==> src/rtl/matrix_pkg.sv <==
// Shared types, sizes and helpers for the LED matrix column scanner.
package matrix_pkg;

  localparam int unsigned NUM_ROWS    = 7;
  localparam int unsigned NUM_COLUMNS = 5;
  localparam int unsigned IDX_W       = 3;

  typedef logic [IDX_W-1:0]       col_idx_t;
  typedef logic [NUM_ROWS-1:0]    row_t;
  typedef logic [NUM_COLUMNS-1:0] col_sel_t;

  typedef enum logic [1:0] {
    SLOT_C0 = 2'd0,
    SLOT_C1 = 2'd1,
    SLOT_C2 = 2'd2
  } img_slot_t;

  localparam col_idx_t LAST_COLUMN = col_idx_t'(NUM_COLUMNS - 1);

  // The three column images are mirrored around the centre column.
  function automatic img_slot_t column_slot(input col_idx_t idx);
    img_slot_t slot;
    case (idx)
      3'd0, 3'd4: slot = SLOT_C2;
      3'd1, 3'd3: slot = SLOT_C1;
      default:    slot = SLOT_C0;
    endcase
    return slot;
  endfunction

  function automatic row_t row_inactive(input bit active_low);
    return active_low ? '1 : '0;
  endfunction

  function automatic col_sel_t col_inactive(input bit active_low);
    return active_low ? '1 : '0;
  endfunction

endpackage

==> src/rtl/scan_prescaler.sv <==
// Modulo-MODULUS counter with count enable, synchronous clear and wrap tick.
module scan_prescaler #(
  parameter int unsigned MODULUS = 4,
  parameter int unsigned WIDTH   = (MODULUS > 1) ? $clog2(MODULUS) : 1
) (
  input  logic             clock,
  input  logic             reset,
  input  logic             enable,
  input  logic             clear,
  output logic [WIDTH-1:0] count,
  output logic             tick_c
);

  localparam logic [WIDTH-1:0] LAST = WIDTH'(MODULUS - 1);

  assign tick_c = enable && (count == LAST);

  always_ff @(posedge clock or posedge reset) begin
    if (reset) begin
      count <= '0;
    end else if (clear || tick_c) begin
      count <= '0;
    end else if (enable) begin
      count <= count + WIDTH'(1);
    end
  end

endmodule

==> src/rtl/matrix_column_scanner.sv <==
// Time-multiplexes three mirrored column images onto a 7x5 LED matrix with
// inter-column blanking, per-frame image sampling and optional blinking.
module matrix_column_scanner
  import matrix_pkg::*;
#(
  parameter int unsigned DWELL_CYCLES   = 1000,
  parameter int unsigned BLANK_CYCLES   = 2,
  parameter int unsigned BLINK_FRAMES   = 50,
  parameter bit          ROW_ACTIVE_LOW = 1'b1,
  parameter bit          COL_ACTIVE_LOW = 1'b1
) (
  input  logic                   clock,
  input  logic                   reset,
  input  logic                   enable,
  input  logic                   blink_enable,
  input  logic [NUM_ROWS-1:0]    col_2,
  input  logic [NUM_ROWS-1:0]    col_1,
  input  logic [NUM_ROWS-1:0]    col_0,
  output logic [NUM_ROWS-1:0]    row,
  output logic [NUM_COLUMNS-1:0] column_select,
  output logic                   frame_start
);

  localparam int unsigned PRE_W  = $clog2(DWELL_CYCLES);
  localparam int unsigned FCNT_W = (BLINK_FRAMES > 1) ? $clog2(BLINK_FRAMES) : 1;

  localparam row_t     ROW_OFF = row_inactive(ROW_ACTIVE_LOW);
  localparam col_sel_t COL_OFF = col_inactive(COL_ACTIVE_LOW);

  logic [PRE_W-1:0]  pre;
  logic              pre_tick_c;
  logic [FCNT_W-1:0] fcnt;
  logic              fcnt_tick_c;
  logic              unused_fcnt_bits;
  col_idx_t          idx;
  logic              phase;
  row_t              s2, s1, s0;

  logic     load_c;
  logic     frame_done_c;
  logic     blink_run_c;
  logic     visible_c;
  row_t     img_c;
  row_t     row_nxt_c;
  col_sel_t col_nxt_c;

  assign load_c       = enable && (pre == '0) && (idx == '0);
  assign frame_done_c = pre_tick_c && (idx == LAST_COLUMN);
  assign blink_run_c  = enable && blink_enable;

  // Frame counter value is only consumed through its wrap tick.
  assign unused_fcnt_bits = ^fcnt;

  scan_prescaler #(
    .MODULUS (DWELL_CYCLES),
    .WIDTH   (PRE_W)
  ) u_dwell (
    .clock  (clock),
    .reset  (reset),
    .enable (enable),
    .clear  (!enable),
    .count  (pre),
    .tick_c (pre_tick_c)
  );

  // Counts completed frames so the frame that starts a blink run stays lit.
  scan_prescaler #(
    .MODULUS (BLINK_FRAMES),
    .WIDTH   (FCNT_W)
  ) u_frames (
    .clock  (clock),
    .reset  (reset),
    .enable (frame_done_c),
    .clear  (!blink_run_c),
    .count  (fcnt),
    .tick_c (fcnt_tick_c)
  );

  always_ff @(posedge clock or posedge reset) begin
    if (reset) begin
      idx <= '0;
    end else if (!enable) begin
      idx <= '0;
    end else if (pre_tick_c) begin
      idx <= (idx == LAST_COLUMN) ? '0 : idx + col_idx_t'(1);
    end
  end

  always_ff @(posedge clock or posedge reset) begin
    if (reset) begin
      phase <= 1'b0;
    end else if (!blink_run_c) begin
      phase <= 1'b0;
    end else if (fcnt_tick_c) begin
      phase <= ~phase;
    end
  end

  always_ff @(posedge clock or posedge reset) begin
    if (reset) begin
      s2 <= '0;
      s1 <= '0;
      s0 <= '0;
    end else if (load_c) begin
      s2 <= col_2;
      s1 <= col_1;
      s0 <= col_0;
    end
  end

  // The load cycle reads the inputs directly so BLANK_CYCLES=0 shows the new frame.
  always_comb begin
    img_c     = '0;
    row_nxt_c = ROW_OFF;
    col_nxt_c = COL_OFF;
    case (column_slot(idx))
      SLOT_C2: img_c = load_c ? col_2 : s2;
      SLOT_C1: img_c = load_c ? col_1 : s1;
      default: img_c = load_c ? col_0 : s0;
    endcase
    visible_c = enable && (pre >= PRE_W'(BLANK_CYCLES)) && !(blink_enable && phase);
    if (visible_c) begin
      row_nxt_c = img_c ^ ROW_OFF;
      col_nxt_c = (col_sel_t'(1) << idx) ^ COL_OFF;
    end
  end

  always_ff @(posedge clock or posedge reset) begin
    if (reset) begin
      row           <= ROW_OFF;
      column_select <= COL_OFF;
      frame_start   <= 1'b0;
    end else begin
      row           <= row_nxt_c;
      column_select <= col_nxt_c;
      frame_start   <= load_c;
    end
  end

endmodule

==> config.mk <==
export PLATFORM = sky130hd
export DESIGN_NAME = matrix_column_scanner
export DESIGN_NICKNAME = d
export VERILOG_FILES = /design/src/rtl/matrix_pkg.sv /design/src/rtl/scan_prescaler.sv /design/src/rtl/matrix_column_scanner.sv
export SDC_FILE = /design/constraint.sdc
export NUM_CORES = 1
export LEC_CHECK = 0
export CORE_MARGIN = 2
export CORE_UTILIZATION = 35
export DETAILED_ROUTE_END_ITERATION = 7
export HOLD_SLACK_MARGIN = 0.03
export SETUP_SLACK_MARGIN = 0.05
export SLEW_MARGIN = 30
export SYNTH_ARGS = -nofsm -noshare
export SYNTH_HDL_FRONTEND = slang
export SYNTH_SLANG_ARGS = --single-unit
==> constraint.sdc <==
create_clock -name clock -period 1.91 [get_ports clock]
set_clock_uncertainty 0.1 [all_clocks]
set_input_delay 0.382 -clock clock [delete_from_list [all_inputs] [get_ports clock]]
set_output_delay 0.382 -clock clock [all_outputs]
set_load 0.02 [all_outputs]
== Yosys cells after proc, flatten, opt, wreduce, memory -nomap -nowiden ==
Cells that the tools add are included.

* Input port bits: 25
* Output and inout port bits: 13
* Register bits: 54

* Reductions and logical operators: 20
* Shift operators: 1
* $lt $le $gt $ge: 1
* Bitwise operators: 3
* Add/subtract/negate cells: 3
* Equality and inequality tests: 9
* Mux-type cells: 16

{| class="wikitable"
|+ Operators by type and width
! cell !! count
|-
| $mux 7 || 4
|-
| $mux 10 || 2
|-
| $pmux 7 s2 || 1
|-
| $mux 6 || 2
|-
| $add 10x1->10 const B || 1
|-
| $eq 10x10->1 const B || 1
|-
| $ge 10x2->1 const B || 1
|-
| $logic_not 10->1 || 1
|-
| $logic_and 1x1->1 || 9
|-
| $mux 3 || 3
|-
| $not 7->7 || 1
|-
| $add 6x1->6 const B || 1
|-
| $eq 6x6->1 const B || 1
|-
| $mux 5 || 1
|-
| $not 5->5 || 1
|-
| $shl 1x3->5 const A || 1
|-
| $ne 2x1->1 const B || 2
|-
| $pmux 2 s2 || 1
|-
| $reduce_bool 2->1 || 2
|-
| $reduce_or 2->1 || 2
|-
| $add 3x1->3 const B || 1
|-
| $eq 3x1->1 const B || 1
|-
| $eq 3x2->1 const B || 1
|-
| $eq 3x3->1 const B || 1
|-
| other kinds (7) || 11
|}

== Logic depth before layout (Yosys ltp) ==
* Depth after elaboration: 7
* Mapped depth: 8

== Modules after synthesis ==
A second synthesis with hierarchy kept.

* Cell total of the unflattened synthesis: 223
* Area, all modules: 2573.7 um2

{| class="wikitable"
|+ Modules (own cells, without submodules)
! module !! sequential area each (um2) !! area an instance (um2) !! instances !! cells each
|-
| matrix_column_scanner || 965.9 || 1710.4 || 1 || 135
|-
| scan_prescaler (u_dwell) || 250.2 || 515.5 || 1 || 54
|-
| scan_prescaler (u_frames) || 150.1 || 347.8 || 1 || 34
|}

== Worst setup path after synthesis ==
OpenSTA, ideal clock, no wires.

* Path kind: register to register
* From: reg idx[0]
* To: reg row[1]
* Buffers on the path: 1
* Arrival time: 1.764 ns
* Clock period less this slack: 1.924 ns
* Required time: 1.750 ns
* Setup time: 0.060 ns
* Path slack: -0.014 ns
* Cell stages (with the launch flop): 9
* Cells stage by stage: dfrtp_1 > inv_1 > ha_1 > and4b_1 > nand3_2 > buf_6 > mux2_4 > a2bb2oi_1 > a21o_1

* Word-level cells in the longest chain between the ends: 7
* Elaborated cells between the ends (all ways): 16
* Those cells by class: eq/ne (5); mux (6); bitwise (1); reduce/logical (4)

{| class="wikitable"
|+ Ends and longest elaborated chain
! element !! RTL line !! RTL
|-
| start: declaration || matrix_column_scanner.sv:35 || <nowiki>col_idx_t idx;</nowiki>
|-
| start signal: assignment || matrix_column_scanner.sv:85 || <nowiki>idx <= (idx == LAST_COLUMN) ? '0 : idx + col_idx_t'(1);</nowiki>
|-
| $eq 3x1->1, or another cell as far along || matrix_pkg.sv:23 || <nowiki>case (idx)</nowiki>
|-
| $reduce_or 2->1 || matrix_pkg.sv:23 ||
|-
| $pmux 2 s2 || matrix_pkg.sv:23 ||
|-
| $eq 2x1->1 / $eq 2x2->1 (equally long branches) || matrix_column_scanner.sv:116 || <nowiki>case (column_slot(idx))</nowiki>
|-
| $pmux 7 s2 * || matrix_column_scanner.sv:116 ||
|-
| $not 7->7 (no source line) * || n/a ||
|-
| $mux 7 * || matrix_column_scanner.sv:122 || <nowiki>if (visible_c) begin</nowiki>
|-
| net row_nxt_c[1] || matrix_column_scanner.sv:44 || <nowiki>row_t row_nxt_c;</nowiki>
|-
| end signal: assignment || matrix_column_scanner.sv:134 || <nowiki>row <= row_nxt_c;</nowiki>
|-
| end: declaration || matrix_column_scanner.sv:19 || <nowiki>output logic [NUM_ROWS-1:0] row,</nowiki>
|}

The timed path passes the listed nets; every way through them passes the cells marked *.
A chain may end at the register's enable or synchronous reset.

== Worst setup path in the final report ==
* From: reg u_dwell.count[0]
* To: reg row[5]

* Word-level cells in the longest chain between the ends: 7
* Elaborated cells between the ends (all ways): 12
* Those cells by class: order compare (1); mux (5); bitwise (1); reduce/logical (5)

{| class="wikitable"
|+ Ends and longest elaborated chain
! element !! RTL line !! RTL
|-
| start: declaration || scan_prescaler.sv:10 || <nowiki>output logic [WIDTH-1:0] count,</nowiki>
|-
| start signal: assignment || scan_prescaler.sv:24 || <nowiki>count <= count + WIDTH'(1);</nowiki>
|-
| branches (longest 6 deep; another with $ge 10x2->1) || n/a ||
|-
| $mux 7 * || matrix_column_scanner.sv:122 ||
|-
| net row_nxt_c[5] || matrix_column_scanner.sv:44 ||
|}

Mark *: on every way through the listed nets, which the timed path passes.

==> flow_summary.toml <==
[outcome]
status = "finished, violations left"
violations = "setup timing"

[setup_path]
startpoint_type = "flop"
cp-startpoint = "u_dwell.count[0]"
r2r_start = "u_dwell.count[0]"
crit_fanout = 5
critical_path_arrival_ns = 2.09
critical_path_class = "flop to flop"
end_kind = "flop"
crit_required_ns = 2.07

[job]
drv_cap = 0

[finish]
fin_util = 0.512
fin_area_um2 = 3680
final_common_cell = "dfrtp_1"
fill_cells = 636
area_growth_pct = 43.0
final_nets = 324
diodes = 0
drive_above_1_share = 0.405
layout_common_cells = "dfrtp_1, buf_4, clkdlybuf4s50_1"

[clocking]
htreeDepth = 2
cts_tree = "done"
root_buffer = "clkbuf_8"
cts_hold_buf = 0
clk-insertion-delay-late_ns = 0.31
cts_buffers = 5
cts_buffer_depth = 2
cts.sinks = 54
clk_pin_slew_ns = 0.10

[sta]
slew_violations = 0
post-route-period-util = 1.01
hold_viol = 0
worst_slack_ns = -0.0232
grt_setup_unrepaired = "yes"
relSlewSlack = 0.740
whs_ns = 0.340
setup_viol = 3
tightest_slew_ns = 0.387
min_period_ns = 1.93
max_freq_ghz = 0.517
setup-tns-final_ns = -0.0457

[grt]
grt_pass1_wl_mm = 9.31
grt_use_total = 0.141
grt_start_max_net_pins = 55
grt-ovfl-total = 0
antenna_found_initial = 0
grt_pass1_vias = 1918

[die]
ios = 38
initial_utilization = 0.358
die_y_um = 89.7
core_um2 = 7180
die_w_um = 89.7
num_rows = 31
dieArea_um2 = 8050

[power_and_ir_drop]
power_density_nw_per_um2 = 751
leakage_nw = 1.61
power_mw = 2.76
vdd_drop_max_v = 0.000288

[logic_synthesis]
ys.flop_type = "dfrtp_1"
synth_area_leaders = "dfrtp_1, dfstp_2, ha_1"
synth.largest_area_cell = "dfrtp_1"
synth_top_area_share = 0.409
avgSynthCellArea_um2 = 12.0
yosys_warnings = 0
synth.distinct_cells = 39
netlist_instances = 215
synth_nets = 251
synth_area_um2 = 2570
ys_ff_latch = 54
synth-edff-count = 0
ys_seq_area_frac = 0.531
synthArstFlopShare = 1.00

[routing]
via_per_inst = 4.64
drcViolationCount = 0
routed-via-count = 1801
wire_per_inst_um = 14.5
drt_iter0_drc = 53
ant_nets = 0
routed_wl_mm = 5.65
drt_pass1_iterations = 4

[place]
port_buffers = 37
finalWeightedCongestion = 0.759
dpl_cell_area_um2 = 3290
hpwl_mm = 3.56

[hold_path]
hold_path.class = "input port to asynchronous set/reset pin"
==> worst paths after layout <==
| kind | end | slack (ns) | depth (start not counted) |
|---|---|---|---|
| max in group asynchronous | column_select[2] | 1.07 | 3 |
| worst max register to register | row[5] | -0.02 | 8 |
| min in group clock | u_dwell.count[0] | 0.40 | 1 |
| worst min register to register | u_dwell.count[0] | 0.40 | 1 |
| worst min-delay path | s0[3] | 0.34 | 3 |
| worst max-delay path | row[5] | -0.02 | 8 |
==> state kept, by name (all words and copies together) (netlist names) <==
register        flops
u_frames.count      6
frame_start         1
s0                  7
row                 7
phase               1
s2                  7
s1                  7
idx                 3
u_dwell.count      10
column_select       5
==> synth_stat cells (3+ instances only) <==
cell type and n:
nand3_1 7, o21ai_1 3, dfstp_2 12, and3_1 3, ha_1 11, xnor2_1 5
a21o_1 7, mux2i_1 10, nor2b_1 3, a2bb2oi_1 7, clkbuf_1 4, mux2_4 9
nor2_1 16, inv_1 15, nand2_1 14, dfrtp_1 42, o21ai_0 6, a21oi_1 3
mux2_2 5, xor2_1 7
==> through the flow <==
stage          cells  worst slack, ns
3_5_place_dp     373           -0.369
2_1_floorplan    215           0.0579
4_1_cts          382          0.00646
5_1_grt          388           -0.118
6_report         388          -0.0232
3_3_place_gp     373           -0.310
==> power breakdown <==
group | internal [mW] | switching, mW | total, mW
Clock | 0.392 | 0.381 | 0.772
Sequential | 1.29 | 0.0486 | 1.34
Combinational | 0.386 | 0.268 | 0.654
Total | 2.06 | 0.698 | 2.76
==> cell type report <==
type / count / area, µm² / share of cell area
clock buffers: 6 / 72.6 / 0.0197
flip-flops and latches: 54 / 1370 / 0.373
multi-input cells: 140 / 1320 / 0.359
clock inverters: 2 / 37.5 / 0.0102
repair buffers: 72 / 697 / 0.190
inverters: 15 / 56.3 / 0.0153
well taps: 99 / 124 / 0.0337
==> routing by layer <==
layer  global-route usage  up-vias  wire length [µm]
li1                     -      882                 -
met5                    0        -                 0
met4               0.0321        0                48
met2                0.220       37              2620
met1                0.201      876              2760
met3               0.0344        6               215
==> critical path: stages, from the launching register on <==
cell and delay, ns:
dfrtp_1 0.42, inv_2 0.10, ha_4 0.12, and4b_1 0.23, nand3_4 0.14, buf_6 0.18
mux2_4 0.31, o21ai_1 0.18, a21o_1 0.10
==> repair_timing <==
item                                    CTS  global route
endpoints found under the setup margin   21            28
pin swaps                                 3            13
cloned                                    0             3
buffers inserted                          1             4
gates resized for setup                  27            38
==> kinds of logic (layout without fill, tap and decap cells) <==
logic type | count (synthesis) | after routing | share of synthesized area
multiplexers | 24 | 24 | 0.113
flip-flops | 54 | 54 | 0.531
adder cells (fa/ha/maj) | 11 | 11 | 0.0535
AND/OR/NAND/NOR | 62 | 62 | 0.141
XOR/XNOR | 12 | 12 | 0.0409
buffers and inverters | 21 | 95 | 0.0365
AO/OA/AOI/OAI | 31 | 31 | 0.0837
No activity file was read; power rests on OpenSTA's default activity.
